[config.mk]
export PLATFORM = sky130hd
export DESIGN_NAME = lsu_mem_if
export DESIGN_NICKNAME = d
export VERILOG_FILES = /design/src/rtl/lsu_pkg.sv /design/src/rtl/lsu_align.sv /design/src/rtl/lsu_mem_if.sv
export SDC_FILE = /design/constraint.sdc
export NUM_CORES = 1
export LEC_CHECK = 0
export CORE_ASPECT_RATIO = 2
export CORE_MARGIN = 1
export CORE_UTILIZATION = 41
export CTS_BUF_LIST = sky130_fd_sc_hd__clkbuf_16
export DETAILED_ROUTE_END_ITERATION = 8
export PLACE_DENSITY = 0.88
export SYNTH_ARGS = -nofsm -noshare
export SYNTH_HDL_FRONTEND = slang
export SYNTH_SLANG_ARGS = --single-unit
[constraint.sdc]
create_clock -name clk -period 2.2 [get_ports clk]
set_clock_uncertainty 0.1 [all_clocks]
set_input_delay 0.22 -clock clk [delete_from_list [all_inputs] [get_ports clk]]
set_output_delay 0.22 -clock clk [all_outputs]
set_load 0.1 [all_outputs]
[src/rtl/lsu_pkg.sv]
`default_nettype none
// ------------------------------------------------------------------
// lsu_pkg : shared types and constants for the load/store unit
// Rev 1.0
// ------------------------------------------------------------------
package lsu_pkg;

  typedef enum logic [1:0] {
    IDLE = 2'd0,
    REQ  = 2'd1,
    WAIT = 2'd2,
    DONE = 2'd3
  } lsu_state_e;

  localparam logic [2:0] F3_LB  = 3'b000;
  localparam logic [2:0] F3_LH  = 3'b001;
  localparam logic [2:0] F3_LW  = 3'b010;
  localparam logic [2:0] F3_LBU = 3'b100;
  localparam logic [2:0] F3_LHU = 3'b101;

  localparam int c_DEFAULT_TIMEOUT = 255;

endpackage
`default_nettype wire

[src/rtl/lsu_align.sv]
`default_nettype none
// ------------------------------------------------------------------
// lsu_align : store lane steering, load extraction and fault check
// Rev 1.0
// ------------------------------------------------------------------
module lsu_align
  import lsu_pkg::*;
(
  input  logic [2:0]  st_funct3,
  input  logic [1:0]  st_offset,
  input  logic [31:0] st_data,
  output logic [3:0]  st_be,
  output logic [31:0] st_wdata,
  output logic        fault,
  input  logic [2:0]  ld_funct3,
  input  logic [1:0]  ld_offset,
  input  logic [31:0] ld_raw,
  output logic [31:0] ld_data
);

  logic [7:0]  w_byte;
  logic [15:0] w_half;

  always_comb begin
    fault = 1'b0;
    case (st_funct3)
      F3_LH, F3_LHU: fault = st_offset[0];
      F3_LW:         fault = (st_offset != 2'b00);
      F3_LB, F3_LBU: fault = 1'b0;
      default:       fault = 1'b1;
    endcase
  end

  always_comb begin
    st_be    = 4'b1111;
    st_wdata = st_data;
    case (st_funct3[1:0])
      2'b00: begin
        st_be    = 4'b0001 << st_offset;
        st_wdata = {4{st_data[7:0]}};
      end
      2'b01: begin
        st_be    = 4'b0011 << st_offset;
        st_wdata = {2{st_data[15:0]}};
      end
      default: begin
        st_be    = 4'b1111;
        st_wdata = st_data;
      end
    endcase
  end

  always_comb begin
    w_byte = ld_raw[7:0];
    case (ld_offset)
      2'd0:    w_byte = ld_raw[7:0];
      2'd1:    w_byte = ld_raw[15:8];
      2'd2:    w_byte = ld_raw[23:16];
      default: w_byte = ld_raw[31:24];
    endcase
    w_half = ld_offset[1] ? ld_raw[31:16] : ld_raw[15:0];
  end

  always_comb begin
    ld_data = ld_raw;
    case (ld_funct3)
      F3_LB:   ld_data = {{24{w_byte[7]}}, w_byte};
      F3_LBU:  ld_data = {24'd0, w_byte};
      F3_LH:   ld_data = {{16{w_half[15]}}, w_half};
      F3_LHU:  ld_data = {16'd0, w_half};
      default: ld_data = ld_raw;
    endcase
  end

endmodule
`default_nettype wire

[src/rtl/lsu_mem_if.sv]
`default_nettype none
// ------------------------------------------------------------------
// lsu_mem_if : core load/store to handshaked data-memory port bridge
// Rev 1.0
// ------------------------------------------------------------------
module lsu_mem_if
  import lsu_pkg::*;
#(
  parameter int TIMEOUT_CYCLES = c_DEFAULT_TIMEOUT,
  parameter int CNT_WIDTH      = 8
) (
  input  logic        clk,
  input  logic        rst,
  input  logic        req_valid,
  input  logic        req_we,
  input  logic [2:0]  req_funct3,
  input  logic [31:0] req_addr,
  input  logic [31:0] req_wdata,
  output logic        stall,
  output logic        rsp_valid,
  output logic [31:0] rsp_rdata,
  output logic        rsp_err,
  output logic        req_fault,
  output logic        mem_req,
  output logic        mem_we,
  output logic [31:0] mem_addr,
  output logic [3:0]  mem_be,
  output logic [31:0] mem_wdata,
  input  logic        mem_gnt,
  input  logic        mem_rvalid,
  input  logic [31:0] mem_rdata
);

  localparam logic [CNT_WIDTH-1:0] c_LAST = CNT_WIDTH'(TIMEOUT_CYCLES - 1);

  lsu_state_e          r_state, w_next;
  logic [CNT_WIDTH-1:0] r_cnt;
  logic                r_we, r_err;
  logic [2:0]          r_funct3;
  logic [1:0]          r_offset;
  logic [29:0]         r_word;
  logic [3:0]          r_be;
  logic [31:0]         r_wdata, r_rdata;

  logic        w_fault, w_start, w_capture, w_timeout, w_last;
  logic [3:0]  w_st_be;
  logic [31:0] w_st_wdata, w_ld_data;

  lsu_align u_align (
    .st_funct3 (req_funct3),
    .st_offset (req_addr[1:0]),
    .st_data   (req_wdata),
    .st_be     (w_st_be),
    .st_wdata  (w_st_wdata),
    .fault     (w_fault),
    .ld_funct3 (r_funct3),
    .ld_offset (r_offset),
    .ld_raw    (mem_rdata),
    .ld_data   (w_ld_data)
  );

  assign w_last = (r_cnt == c_LAST);

  // For a load, a grant alone is progress, not completion, so it cannot
  // rescue the final timeout cycle.
  always_comb begin
    w_next    = r_state;
    w_start   = 1'b0;
    w_capture = 1'b0;
    w_timeout = 1'b0;
    case (r_state)
      IDLE: begin
        if (req_valid && !w_fault) begin
          w_next  = REQ;
          w_start = 1'b1;
        end
      end
      REQ: begin
        if (mem_gnt && (r_we || mem_rvalid)) begin
          w_next    = DONE;
          w_capture = !r_we;
        end else if (w_last) begin
          w_next    = DONE;
          w_timeout = 1'b1;
        end else if (mem_gnt) begin
          w_next = WAIT;
        end
      end
      WAIT: begin
        if (mem_rvalid) begin
          w_next    = DONE;
          w_capture = 1'b1;
        end else if (w_last) begin
          w_next    = DONE;
          w_timeout = 1'b1;
        end
      end
      default: w_next = IDLE;
    endcase
  end

  always_ff @(posedge clk or negedge rst) begin
    if (!rst) begin
      r_state  <= IDLE;
      r_cnt    <= '0;
      r_we     <= 1'b0;
      r_err    <= 1'b0;
      r_funct3 <= 3'd0;
      r_offset <= 2'd0;
      r_word   <= 30'd0;
      r_be     <= 4'd0;
      r_wdata  <= 32'd0;
      r_rdata  <= 32'd0;
    end else begin
      r_state <= w_next;
      if (w_start) begin
        r_cnt    <= '0;
        r_we     <= req_we;
        r_err    <= 1'b0;
        r_funct3 <= req_funct3;
        r_offset <= req_addr[1:0];
        r_word   <= req_addr[31:2];
        r_be     <= w_st_be;
        r_wdata  <= w_st_wdata;
        r_rdata  <= 32'd0;
      end else if (r_state == REQ || r_state == WAIT) begin
        r_cnt <= r_cnt + CNT_WIDTH'(1);
      end
      if (w_capture) begin
        r_rdata <= w_ld_data;
      end
      if (w_timeout) begin
        r_err   <= 1'b1;
        r_rdata <= 32'd0;
      end
    end
  end

  // Reset gates the IDLE term so stall cannot follow req_valid while held in reset.
  assign stall     = ((r_state == IDLE) && req_valid && !w_fault && rst)
                   || (r_state == REQ) || (r_state == WAIT);
  assign req_fault = (r_state == IDLE) && req_valid && w_fault;
  assign mem_req   = (r_state == REQ);
  assign mem_we    = r_we;
  assign mem_addr  = {r_word, 2'b00};
  assign mem_be    = r_be;
  assign mem_wdata = r_wdata;
  assign rsp_valid = (r_state == DONE);
  assign rsp_rdata = r_rdata;
  assign rsp_err   = r_err;

endmodule
`default_nettype wire

==> flow_summary.yaml <==
run_status:
  status: "finished, final reports clean"
yosys:
  synth_warnings: 0
  async_flop_share: 1.00
  ys_types: 46
  syn_area_per_cell_um2: 9.23
  synthesis.area_um2: 5760
  synth_edf_count: 0
  ys.flop_type: "dfrtp_1"
  syn-instance-count: 624
  yosysSeqAreaShare: 0.499
  ys_seq_elements: 115
clocking:
  clock_sinks: 115
  clock_latency_ps: 400
  root_buffer: "clkbuf_16"
  cts_made_buffers: 17
  htree_levels: 4
  clk_path_buf_depth: 2
  cts_tree: "done"
  clk_pin_slew_ps: 60
placement:
  gp_congestion: 0.881
  placed_cell_area_um2: 8010
  port_buffers: 208
  dpl.hpwl_um: 12800
global_route:
  grt_pass1_wl_um: 27200
  gr-total-overflow: 0
  antenna_found_initial: 0
  grt_use_total: 0.243
  grt_max_degree: 116
  grt_pass1_vias: 5627
timing:
  worst_slew_pin_slew_ps: 1160
  finalHoldViolCount: 0
  layout_min_cycle_time_ps: 2120
  finalCritPeriodShare: 0.965
  rsz0062_at_grt: "false"
  setup_violations: 0
  slew_viol_final: 0
  relSlewSlack: 0.225
  max_freq_mhz: 471
cells_and_area:
  fin_nets: 956
  drive_gt1_frac: 0.232
  n_antenna_cell: 0
  synthToLayoutAreaGrowth_pct: 49.6
  final_util: 0.624
  design_area_um2: 8620
floorplan:
  die_w_um: 85.8
  start_util: 0.417
  ios: 211
  rows: 61
  dieArea_um2: 14600
  core_um2: 13800
  die_y_um: 170
routing:
  vias: 5498
  dr.pass1.iters: 6
  drc: 0
  wire_per_inst_um: 16.5
  first_iter_violations: 270
  via_per_inst: 5.25
  ant_nets: 0
  drt_wl_total_um: 17300
setup_path:
  critPathBufInv: 2
  worstPathArrival_ps: 1800
  end_kind: "primary output"
  crit_type: "in -> out"
  start_kind: "input pin"
  critPathMaxStageDelay_ps: 520
  path_cells: "clkdlybuf4s50_1 -> nor4_4 -> nor2_1 -> nor2_4 -> a211o_1 -> buf_12"
  required_ps: 1880
  crit_fanout: 3
  path_delay_family: "buffers and inverters"
  cp_slowest_cell: "clkdlybuf4s50_1"
flow_run:
  cap_violations: 0
hold_path:
  hp-class: "in -> reg"
metrics by stage:
step | setup TNS [ps] | std cells | hold slack, ps | setup WS [ps]
6_report | 0 | 1047 | 241 | 77.3
5_1_grt | 0 | 1047 | 239 | 3.91
4_1_cts | 0 | 1047 | 222 | 34.1
3_5_place_dp | -6810 | 1013 | 282 | -155
3_3_place_gp | -4740 | 1013 | 281 | -115
2_1_floorplan | 0 | 625 | -176 | 11.2
Yosys cell counts (2+ instances only):
cell,n,area [um^2]
o21ai_0,42,210
clkbuf_1,27,101
mux2_2,9,101
buf_6,2,22.5
a22oi_1,19,143
buf_4,5,37.5
nor3_1,3,15.0
o22ai_1,5,31.3
nand2_1,165,619
nor2b_1,3,18.8
and2_1,2,12.5
a21o_1,18,135
a32o_1,8,80.1
buf_1,4,15.0
nor2_1,51,191
buf_2,6,30.0
o2bb2ai_1,2,17.5
a221oi_1,14,123
nand4_1,2,12.5
nand2b_1,12,75.1
xor2_1,6,52.6
a21oi_1,26,130
mux2i_1,31,310
inv_1,15,56.3
a22o_1,6,52.6
dfrtp_1,115,2880
ha_1,6,75.1
nand3_1,2,10.0
worst reg2reg max path, cell delays in order (launching register included):
cell and delay, ps:
dfrtp_1 410, inv_2 100, ha_4 160, nand2b_1 60, a21o_1 200, a211oi_4 270, buf_12 160, buf_4 200
a221oi_1 80, a22o_1 210
sequential cells by signal, summed over array words and instances, names as in the netlist:
register / count
r_funct3: 3
r_state: 2
rsp_err: 1
mem_be: 4
mem_we: 1
r_cnt: 8
r_offset: 2
r_word: 30
rsp_rdata: 32
mem_wdata: 32
cells by family (layout without fill, tap and decap cells):
family,count (synthesis),count (layout),synth area share
xor gates and xnor gates,7,7,0.0106
buffers and inverters,59,292,0.0456
and+or+nand+nor,249,249,0.183
adders and majority gates,6,6,0.0130
other,1,2,0.000651
muxes,41,41,0.0754
AOI/OAI and AO/OA,146,146,0.172
DFF,115,115,0.499
timing repair:
action	CTS	global route
setup endpoints to repair	1	1
resized for setup	2	1
buffers inserted	1	0
endpoints found under the hold margin	115	0
hold buffers	1	0
routing by layer:
layer / global-route usage / routed length (um) / vias to the layer above / part of all wire
met5: 0 / 0 / - / 0
met4: 0.164 / 950 / 0 / 0.055
met3: 0.0423 / 941 / 58 / 0.055
met2: 0.434 / 9140 / 247 / 0.53
met1: 0.256 / 6230 / 2602 / 0.36
li1: - / - / 2591 / -
worst paths after layout:
kind,from,end,slack [ps],cells after the start
min in group asynchronous,rst,r_word[29]$_DFFE_PN0P_,360,3
min,req_addr[10],r_word[8]$_DFFE_PN0P_,240,3
max,req_addr[0],stall,80,6
max in group asynchronous,rst,rsp_rdata[27]$_DFFE_PN0P_,1150,3
max reg2reg,r_state[1]$_DFFE_PN0P_,rsp_rdata[14]$_DFFE_PN0P_,140,9
min reg2reg,r_word[19]$_DFFE_PN0P_,r_word[19]$_DFFE_PN0P_,370,2
cell type report:
cell class                 instances  area, um^2
clock inverter                    15         160
inverter                          15        56.3
sequential                       115        2880
tap                              189         236
clock buffer                      17         425
timing repair buffer             245        2190
multi-input combinational        451        2670
fill                            1154        5200
placed cells by master (no fill, tap or decap), types with 3 or more instances in the layout:
master,instances
mux2i_1,31
o21ai_0,42
mux2_2,9
buf_12,7
nor2_1,50
nor2b_1,3
a32o_1,8
inv_1,14
clkdlybuf4s50_1,103
xor2_1,6
nand2_1,164
clkinvlp_4,4
a21oi_1,25
buf_4,134
a22o_1,6
clkbuf_16,17
a221oi_1,14
clkinv_4,5
a22oi_1,19
o22ai_1,5
a21o_1,18
dfrtp_1,114
ha_1,4
nand2b_1,12
Power is not shown: default switching activity piles up to over one toggle a cycle in this logic, so the estimate is an artifact.
